`src/rtl/dr_alm_pipe_mult.sv`:
```
// Three-stage pipelined DR-ALM approximate logarithmic multiplier with
// signed/unsigned operands, optional truncation compensation and a pass-through tag.
module dr_alm_pipe_mult #(
    parameter int WIDTH   = 16,
    parameter int M_WIDTH = 10,
    parameter int TAG_W   = 4
) (
    input  logic                 clk,
    input  logic                 rst_n,
    input  logic                 i_valid,
    output logic                 i_ready,
    input  logic [WIDTH-1:0]     i_a,
    input  logic [WIDTH-1:0]     i_b,
    input  logic                 i_signed,
    input  logic                 i_comp_en,
    input  logic [TAG_W-1:0]     i_tag,
    output logic                 o_valid,
    input  logic                 o_ready,
    output logic [2*WIDTH-1:0]   o_z,
    output logic [TAG_W-1:0]     o_tag
);

    localparam int R  = WIDTH - 1 - M_WIDTH;
    localparam int KW = $clog2(WIDTH);
    localparam int EW = 2*WIDTH + M_WIDTH + 2;
    localparam logic [R:0] TR_TH = (R+1)'(3 << (R-2));

    // Magnitude of an operand; -2^(WIDTH-1) maps to 2^(WIDTH-1) in WIDTH bits.
    function automatic logic [WIDTH-1:0] magnitude(input logic [WIDTH-1:0] v, input logic neg);
        return neg ? (~v + 1'b1) : v;
    endfunction

    function automatic logic [KW-1:0] lod(input logic [WIDTH-1:0] v);
        logic [KW-1:0] k;
        k = '0;
        for (int i = 0; i < WIDTH; i++) begin
            if (v[i]) k = KW'(i);
        end
        return k;
    endfunction

    // Mitchell antilog; the right shift by M_WIDTH truncates.
    function automatic logic [2*WIDTH-1:0] antilog(input logic [M_WIDTH:0] s,
                                                   input logic [KW:0]     k,
                                                   input logic            zero);
        logic [EW-1:0] ext;
        if (s[M_WIDTH]) begin
            ext = EW'(s) << (k + 1'b1);
        end else begin
            ext = (EW'(s) + (EW'(1) << M_WIDTH)) << k;
        end
        ext = ext >> M_WIDTH;
        return zero ? '0 : ext[2*WIDTH-1:0];
    endfunction

    logic                 w_adv;
    logic                 w_sign_a, w_sign_b;
    logic [WIDTH-1:0]     w_abs_a, w_abs_b;

    logic                 r_vld_p0, r_sgn_p0, r_zero_p0, r_comp_en_p0;
    logic [KW-1:0]        r_ka_p0, r_kb_p0;
    logic [WIDTH-1:0]     r_abs_a_p0, r_abs_b_p0;
    logic [TAG_W-1:0]     r_tag_p0;

    logic [WIDTH-2:0]     w_frac_a, w_frac_b;
    logic [M_WIDTH-1:0]   w_ft_a, w_ft_b;
    logic [R-1:0]         w_tr_a, w_tr_b;
    logic [R:0]           w_tr_sum;
    logic                 w_comp;
    logic [M_WIDTH:0]     w_s;
    logic [KW:0]          w_k;

    logic                 r_vld_p1, r_sgn_p1, r_zero_p1;
    logic [M_WIDTH:0]     r_s_p1;
    logic [KW:0]          r_k_p1;
    logic [TAG_W-1:0]     r_tag_p1;

    logic [2*WIDTH-1:0]   w_mag, w_z;

    logic                 r_vld_p2;
    logic [2*WIDTH-1:0]   r_z_p2;
    logic [TAG_W-1:0]     r_tag_p2;

    assign w_adv   = !r_vld_p2 || o_ready;
    assign i_ready = w_adv;

    // Stage 1: sign extraction, magnitude and leading-one detection
    assign w_sign_a = i_signed & i_a[WIDTH-1];
    assign w_sign_b = i_signed & i_b[WIDTH-1];
    assign w_abs_a  = magnitude(i_a, w_sign_a);
    assign w_abs_b  = magnitude(i_b, w_sign_b);

    always_ff @(posedge clk) begin
        if (w_adv) begin
            r_sgn_p0     <= w_sign_a ^ w_sign_b;
            r_zero_p0    <= (w_abs_a == '0) || (w_abs_b == '0);
            r_ka_p0      <= lod(w_abs_a);
            r_kb_p0      <= lod(w_abs_b);
            r_abs_a_p0   <= w_abs_a;
            r_abs_b_p0   <= w_abs_b;
            r_comp_en_p0 <= i_comp_en;
            r_tag_p0     <= i_tag;
        end
    end

    // Stage 2: normalise, truncate mantissas, add logs
    assign w_frac_a = (WIDTH-1)'(r_abs_a_p0 << (KW'(WIDTH-1) - r_ka_p0));
    assign w_frac_b = (WIDTH-1)'(r_abs_b_p0 << (KW'(WIDTH-1) - r_kb_p0));
    assign w_ft_a   = w_frac_a[WIDTH-2:R];
    assign w_ft_b   = w_frac_b[WIDTH-2:R];
    assign w_tr_a   = w_frac_a[R-1:0];
    assign w_tr_b   = w_frac_b[R-1:0];
    assign w_tr_sum = {1'b0, w_tr_a} + {1'b0, w_tr_b};
    assign w_comp   = r_comp_en_p0 && (r_ka_p0 >= KW'(3)) && (r_kb_p0 >= KW'(3))
                      && (w_tr_sum >= TR_TH);
    assign w_s      = {1'b0, w_ft_a} + {1'b0, w_ft_b} + {{M_WIDTH{1'b0}}, w_comp};
    assign w_k      = {1'b0, r_ka_p0} + {1'b0, r_kb_p0};

    always_ff @(posedge clk) begin
        if (w_adv) begin
            r_sgn_p1  <= r_sgn_p0;
            r_zero_p1 <= r_zero_p0;
            r_s_p1    <= w_s;
            r_k_p1    <= w_k;
            r_tag_p1  <= r_tag_p0;
        end
    end

    // Stage 3: antilog and sign application
    assign w_mag = antilog(r_s_p1, r_k_p1, r_zero_p1);
    assign w_z   = r_sgn_p1 ? (~w_mag + 1'b1) : w_mag;

    always_ff @(posedge clk or negedge rst_n) begin
        if (!rst_n) begin
            r_vld_p0 <= 1'b0;
            r_vld_p1 <= 1'b0;
            r_vld_p2 <= 1'b0;
            r_z_p2   <= '0;
            r_tag_p2 <= '0;
        end else if (w_adv) begin
            r_vld_p0 <= i_valid;
            r_vld_p1 <= r_vld_p0;
            r_vld_p2 <= r_vld_p1;
            r_z_p2   <= w_z;
            r_tag_p2 <= r_tag_p1;
        end
    end

    assign o_valid = r_vld_p2;
    assign o_z     = r_z_p2;
    assign o_tag   = r_tag_p2;

endmodule

```
`config.mk`:
```
export PLATFORM = sky130hd
export DESIGN_NAME = dr_alm_pipe_mult
export DESIGN_NICKNAME = d
export VERILOG_FILES = /design/src/rtl/dr_alm_pipe_mult.sv
export SDC_FILE = /design/constraint.sdc
export NUM_CORES = 1
export LEC_CHECK = 0
export CAP_MARGIN = 0
export CORE_MARGIN = 4
export CORE_UTILIZATION = 54
export DETAILED_ROUTE_END_ITERATION = 7
export MAX_ROUTING_LAYER = met4
export PLACE_DENSITY_LB_ADDON = 0.2
export SLEW_MARGIN = 20
export SYNTH_ARGS = -nofsm -noshare
export SYNTH_HDL_FRONTEND = slang
export SYNTH_SLANG_ARGS = --single-unit
```
`constraint.sdc`:
```
create_clock -name clk -period 4.7 [get_ports clk]
set_input_delay 1.175 -clock clk [delete_from_list [all_inputs] [get_ports clk]]
set_output_delay 1.175 -clock clk [all_outputs]
set_load 0.01 [all_outputs]
```
==> results.sh, run 1 <==
export IMPL_synth_edf_count=67
export IMPL_crit_slowest_cell="edfxtp_1"
export IMPL_synth_area_leader_cell="edfxtp_1"
export IMPL_cts_buffers=9
export IMPL_via_per_inst=6.18
export IMPL_ir_drop_mv=0.316
export IMPL_port_buffers=79
export IMPL_p_int_mw=3.84
export IMPL_p_sw_mw=3.59
export IMPL_cpPeakStageDelay_ps=480
export IMPL_switching_share_pct=48.3
export IMPL_initial_core_util_pct=54.9
export IMPL_core_sq_um=17200
export IMPL_finalCritPeriodShare_pct=94.0
export IMPL_htree_num_levels=3
export IMPL_crit_fanout=6
export IMPL_antenna_left=0
export IMPL_fin_ws_ps=283
export IMPL_drive_gt1_share_pct=10.1
export IMPL_gp_congestion=1.01
export IMPL_cts_buffer_depth=2
export IMPL_synthTopCellsByArea="edfxtp_1, dfrtp_1, mux2i_1, nand2_1, a21oi_1"
export IMPL_insertion_delay_ps=370
export IMPL_clock_sinks=106
export IMPL_yosysWarnings=0
export IMPL_vias=8552
export IMPL_cellPowerDensity_nw_per_um2=688
export IMPL_outcome="complete, no violations"
export IMPL_grt_util_all_layers_pct=27.7
export IMPL_preCtsSetupSlack_ps=297
export IMPL_synth_top_area_share_pct=21.4
export IMPL_syn_to_final_growth_pct=14.6
export IMPL_syn_area_sq_um=9420
export IMPL_grt_overflow_total=0
export IMPL_async_flop_share_pct=36.8
export IMPL_rows=48
export IMPL_nets=1225
export IMPL_post_route_util_pct=62.9
export IMPL_remaining_drc_errors=0
export IMPL_pwr_share_comb_pct=66.7
export IMPL_ys_seq_area_share_pct=31.7
export IMPL_syn_instance_count=1087
export IMPL_seqPwrFrac_pct=23.0
export IMPL_antenna_found_initial=0
export IMPL_rsz0062_at_grt="true"
export IMPL_cts_hold_buf=0
export IMPL_slew_headroom_pct=29.0
export IMPL_slew_violations=0
export IMPL_fillerInstances=1472
export IMPL_crit_path_start_kind="register"
export IMPL_ys_ff_latch=106
export IMPL_arrival_ps=4530
export IMPL_dp_hpwl_um=20900
export IMPL_wl_um=26700
export IMPL_finalSetupViolations=0
export IMPL_clkPwrFrac_pct=10.3
export IMPL_dr_first_iter_drc_count=707
export IMPL_synth_nets=1159
export IMPL_dp_cells=1362
export IMPL_power_leakage_nw=4.39
export IMPL_grt_pass1_vias=8077
export IMPL_r2r_start="r_ka_p0[1]"
export IMPL_min_period_ps=4420
export IMPL_diodes=0
export IMPL_wire_per_inst_um=19.3
export IMPL_cp_required_ps=4810
export IMPL_die_height_um=140
export IMPL_synth_main_ff_cell="edfxtp_1"
export IMPL_grt_first_pass_wirelength_um=42400
export IMPL_post_synth_cell_area_avg_sq_um=8.67
export IMPL_clkTransAtPathRegs_ps=80
export IMPL_die_x_um=140
export IMPL_worstHoldStart="r_tag_p0[1]"
export IMPL_grt_max_degree=64
export IMPL_dieArea_sq_um=19600
export IMPL_finalHoldViolations=0
export IMPL_hp_class="register to register"
export IMPL_crit_buf_inv=2
export IMPL_maxCapViolCount=0
export IMPL_critPathCaptureType="register"
export IMPL_fin_skew_ps=14.5
export IMPL_critPathKind="register to register"
export IMPL_tightestPinTransition_ps=1070
export IMPL_cp_top_family="compound AO/OA/AOI/OAI gates"
export IMPL_tritoncts="yes"
export IMPL_io_pins=80
export IMPL_yosysUniqueCellTypes=84
export IMPL_crit_path_frequent_cell="a21oi_1"
export IMPL_max_freq_mhz=226
export IMPL_final_cell_count_no_fill=1383
export IMPL_startpoint="r_ka_p0[1]"
export IMPL_cts_root_buf="clkbuf_16"
export IMPL_firstDrtPassIters=5
[Yosys cell counts (26+ instances only)]
master	count
a21oi_1	77
clkbuf_1	38
dfrtp_1	39
edfxtp_1	67
ha_1	26
inv_1	46
mux2i_1	54
nand2_1	124
nand3_1	28
nor2_1	93
o21ai_0	53
xnor2_1	43
[what timing repair did]
item                       CTS  global route
gates resized for setup      0             1
setup endpoints to repair    0             2
setup buffers                0             5
[registers in the layout, summed over array words and instances (netlist names)]
signal / count
r_kb_p0: 4
r_zero_p0: 1
r_comp_en_p0: 1
r_abs_a_p0: 15
r_sgn_p1: 1
o_valid: 1
r_k_p1: 5
r_vld_p0: 1
o_z: 32
r_tag_p0: 4
r_vld_p1: 1
r_abs_b_p0: 15
r_ka_p0: 4
r_tag_p1: 4
r_zero_p1: 1
o_tag: 4
r_s_p1: 11
r_sgn_p0: 1
[placed cells by master (no fill, tap or decap), types with 7 or more instances in the layout]
cell type and n:
mux2_1 7, a21oi_1 77, dfrtp_1 39, nand3_1 28, and2_1 14, clkbuf_16 9, or3_1 8, nand2b_1 21
o22ai_1 20, nand4_1 10, nor2_1 93, clkdlybuf4s50_1 78, mux4_2 17, edfxtp_1 67, inv_1 45, o31ai_1 9
xnor2_1 43, xor2_1 25, mux2_2 24, mux2i_1 54, nor3_1 24, o21ai_0 53, nor2b_1 17, o211ai_1 7
o21ai_1 24, nand2_1 124, buf_4 36, ha_1 26, a21o_1 9
[layout make-up]
| cell class | instances | area (sq um) | share of cell area (%) |
|---|---|---|---|
| tap | 225 | 282 | 2.61 |
| clock inverter | 7 | 72.6 | 0.672 |
| sequential | 106 | 2990 | 27.7 |
| timing repair buffer | 115 | 1060 | 9.78 |
| inverter | 54 | 205 | 1.90 |
| clock buffer | 9 | 225 | 2.09 |
| multi-input combinational | 867 | 5970 | 55.3 |
[kinds of logic after synthesis]
logic type | share of synthesized area [%]
AOI/OAI and AO/OA | 20.1
xor gates and xnor gates | 6.32
adders and majority gates | 4.30
buffers and inverters | 4.97
DFF | 31.7
muxes | 13.5
and+or+nand+nor | 19.1
[power groups by stage]
stage          combinational [mW]  sequential (mW)  clock, mW
2_1_floorplan                3.37             1.66          0
3_3_place_gp                 4.87             1.71          0
3_5_place_dp                 4.85             1.72          0
4_1_cts                      4.88             1.70      0.777
5_1_grt                      5.36             1.75      0.820
6_report                     4.96             1.71      0.764
[metal layers]
metal	track usage [%]	part of all wire, %
met1	32.2	39
met5	-	0
met3	3.35	5.5
met4	12.4	4.5
met2	48.3	51
[stage by stage]
| stage | setup TNS [ps] | area [sq um] | power (mW) | hold slack (ps) |
|---|---|---|---|---|
| 2_1_floorplan | 0 | 9420 | 5.03 | 400 |
| 3_3_place_gp | 0 | 10500 | 6.58 | 401 |
| 3_5_place_dp | 0 | 10500 | 6.57 | 406 |
| 4_1_cts | 0 | 10800 | 7.36 | 425 |
| 5_1_grt | -25.3 | 10800 | 7.92 | 429 |
| 6_report | 0 | 10800 | 7.43 | 422 |
[worst paths after layout]
check | to | slack (ps) | cells past startpoint
setup reg to reg | r_s_p1[10] | 280 | 26
max in group asynchronous | o_z[4] | 3240 | 1
hold / removal | r_tag_p1[1] | 420 | 0
hold reg to reg | r_tag_p1[1] | 420 | 0
setup / recovery | r_s_p1[10] | 280 | 26
min in group asynchronous | o_z[13] | 910 | 1
Note: power is estimated with default switching activity, not from simulation.
==> inputs of run 2 (changes only) <==
- MAX_ROUTING_LAYER: met4 -> unset
==> run 2 against run 1 <==
Compared with the run above:
- final area increased by 0.12%
- worst hold slack improved by 1.1 ps
- core utilization increased by 0.073 points
- total power decreased by 0.77%
- critical endpoint unchanged
- highest routed layer unchanged
==> results.sh, run 2 (synthesis results as in run 1) <==
export IMPL_insertion_delay_ps=370
export IMPL_power_mw=7.37
export IMPL_dr_first_iter_drc_count=802
export IMPL_arrival_ps=4530
export IMPL_io_pins=80
export IMPL_layout_commonest_cell="nand2_1"
export IMPL_die_height_um=140
export IMPL_max_freq_mhz=226
export IMPL_wire_per_inst_um=18.3
export IMPL_finalSetupViolations=0
export IMPL_finalCritPeriodShare_pct=94.0
export IMPL_antenna_left=0
export IMPL_ir_drop_mv=0.306
export IMPL_htree_num_levels=3
export IMPL_slew_violations=0
export IMPL_cpPeakStageDelay_ps=420
export IMPL_finalHoldViolations=0
export IMPL_top_layer_used="met4"
export IMPL_diodes=0
export IMPL_gp_congestion=1.04
export IMPL_syn_to_final_growth_pct=14.7
export IMPL_dp_hpwl_um=19600
export IMPL_grt_overflow_total=0
export IMPL_antenna_found_initial=0
export IMPL_maxCapViolCount=0
export IMPL_m1WireLength_um=9820
export IMPL_wl_um=25200
export IMPL_slew_headroom_pct=31.5
export IMPL_critPathKind="register to register"
export IMPL_vias=8587
export IMPL_wl_met3_um=1580
export IMPL_grt_first_pass_wirelength_um=40300
export IMPL_initial_core_util_pct=54.9
export IMPL_largest_reg_flops=32
export IMPL_hp_class="register to register"
export IMPL_critPathCaptureType="register"
export IMPL_drive_gt1_share_pct=10.0
export IMPL_nets=1223
export IMPL_design_area_sq_um=10800
export IMPL_grt_pass1_vias=8100
export IMPL_grt_util_all_layers_pct=25.4
export IMPL_grt_max_degree=96
export IMPL_clkTransAtPathRegs_ps=80
export IMPL_cts_root_buf="clkbuf_16"
export IMPL_rows=48
export IMPL_crit_fanout=4
export IMPL_place_area_sq_um=10500
export IMPL_crit_path_frequent_cell="nand2_1"
export IMPL_tritoncts="yes"
export IMPL_power_leakage_nw=4.39
export IMPL_dieArea_sq_um=19600
export IMPL_die_x_um=140
export IMPL_fin_tns_setup_ps=0
export IMPL_via_per_inst=6.22
export IMPL_cp_required_ps=4810
export IMPL_crit_buf_inv=1
export IMPL_cts_hold_buf=0
export IMPL_cts_buffer_depth=2
export IMPL_wl_met2_um=12500
export IMPL_remaining_drc_errors=0
export IMPL_holdWs_ps=423
export IMPL_tightestPinTransition_ps=1030
export IMPL_cts_buffers=9
export IMPL_fin_skew_ps=13.2
export IMPL_clock_sinks=106
export IMPL_crit_path_start_kind="register"
export IMPL_min_period_ps=4420
export IMPL_core_sq_um=17200
export IMPL_outcome="complete, no violations"
export IMPL_final_cell_mix="nand2_1, nor2_1, clkdlybuf4s50_1"
export IMPL_cellPowerDensity_nw_per_um2=682
export IMPL_port_buffers=79
export IMPL_firstDrtPassIters=6
export IMPL_cp_top_family="compound AO/OA/AOI/OAI gates"
export IMPL_crit_slowest_cell="edfxtp_1"
export IMPL_post_route_util_pct=62.9
==> run 2: cell count changes in the layout (fill, tap and decap cells not counted), sizes merged <==
cell / change
inv: -3
clkinv: +3
buf: -2
==> run 2: final timing paths <==
path / depth (start not counted) / startpoint / end / slack (ps)
max: 25 / r_ka_p0[1] / r_s_p1[10] / 280
min: 0 / r_tag_p0[1] / r_tag_p1[1] / 420
max reg2reg: 25 / r_ka_p0[1] / r_s_p1[10] / 280
min reg2reg: 0 / r_tag_p0[1] / r_tag_p1[1] / 420
max in group asynchronous: 1 / rst_n / o_z[4] / 3250
min in group asynchronous: 1 / rst_n / o_z[9] / 910
==> run 2: through the flow <==
step                cells  setup slack (ps)
finish               1381               283
global route         1381             -47.3
CTS                  1377               274
detailed placement   1361               290
global placement     1361               405
floorplan            1087               318
==> run 2: power by group <==
part	switching, mW	total, mW	internal [mW]	leakage, nW
clock	0.376	0.756	0.380	0.146
combinational	2.84	4.92	2.08	3.10
sequential	0.305	1.70	1.39	1.15
==> run 2: repair_timing <==
action	CTS	global route
resized for setup	0	2
endpoints found under the setup margin	0	1
setup buffers	0	4
==> run 2: area by class of cell <==
class / instances / area, sq um
Fill cell: 1513 / 6370
Multi-Input combinational cell: 867 / 5970
Sequential cell: 106 / 2990
Timing Repair Buffer: 113 / 1060
Tap cell: 225 / 282
Clock buffer: 9 / 225
Inverter: 54 / 205
Clock inverter: 7 / 80.1
==> run 2: metal layers <==
| metal | GRT usage (%) | vias up |
|---|---|---|
| li1 | - | 4122 |
| met1 | 30.2 | 4014 |
| met2 | 44.1 | 361 |
| met3 | 3.82 | 90 |
| met4 | 13.9 | 0 |
| met5 | 0 | - |
==> run 2: worst register-to-register path, delay by kind of cell (launching register included) <==
family | cells | cell delay (ps)
simple gates | 11 | 920
fa+ha+maj | 3 | 910
compound gates | 9 | 1500
buf+inv | 1 | 60
flops | 1 | 420
mux | 1 | 370
==> inputs of run 3 (changes only) <==
- CTS_CLUSTER_DIAMETER: unset -> 200
==> results of run 3 <==
Same layout as run 2: the final DEF is identical, and so are final timing and power.
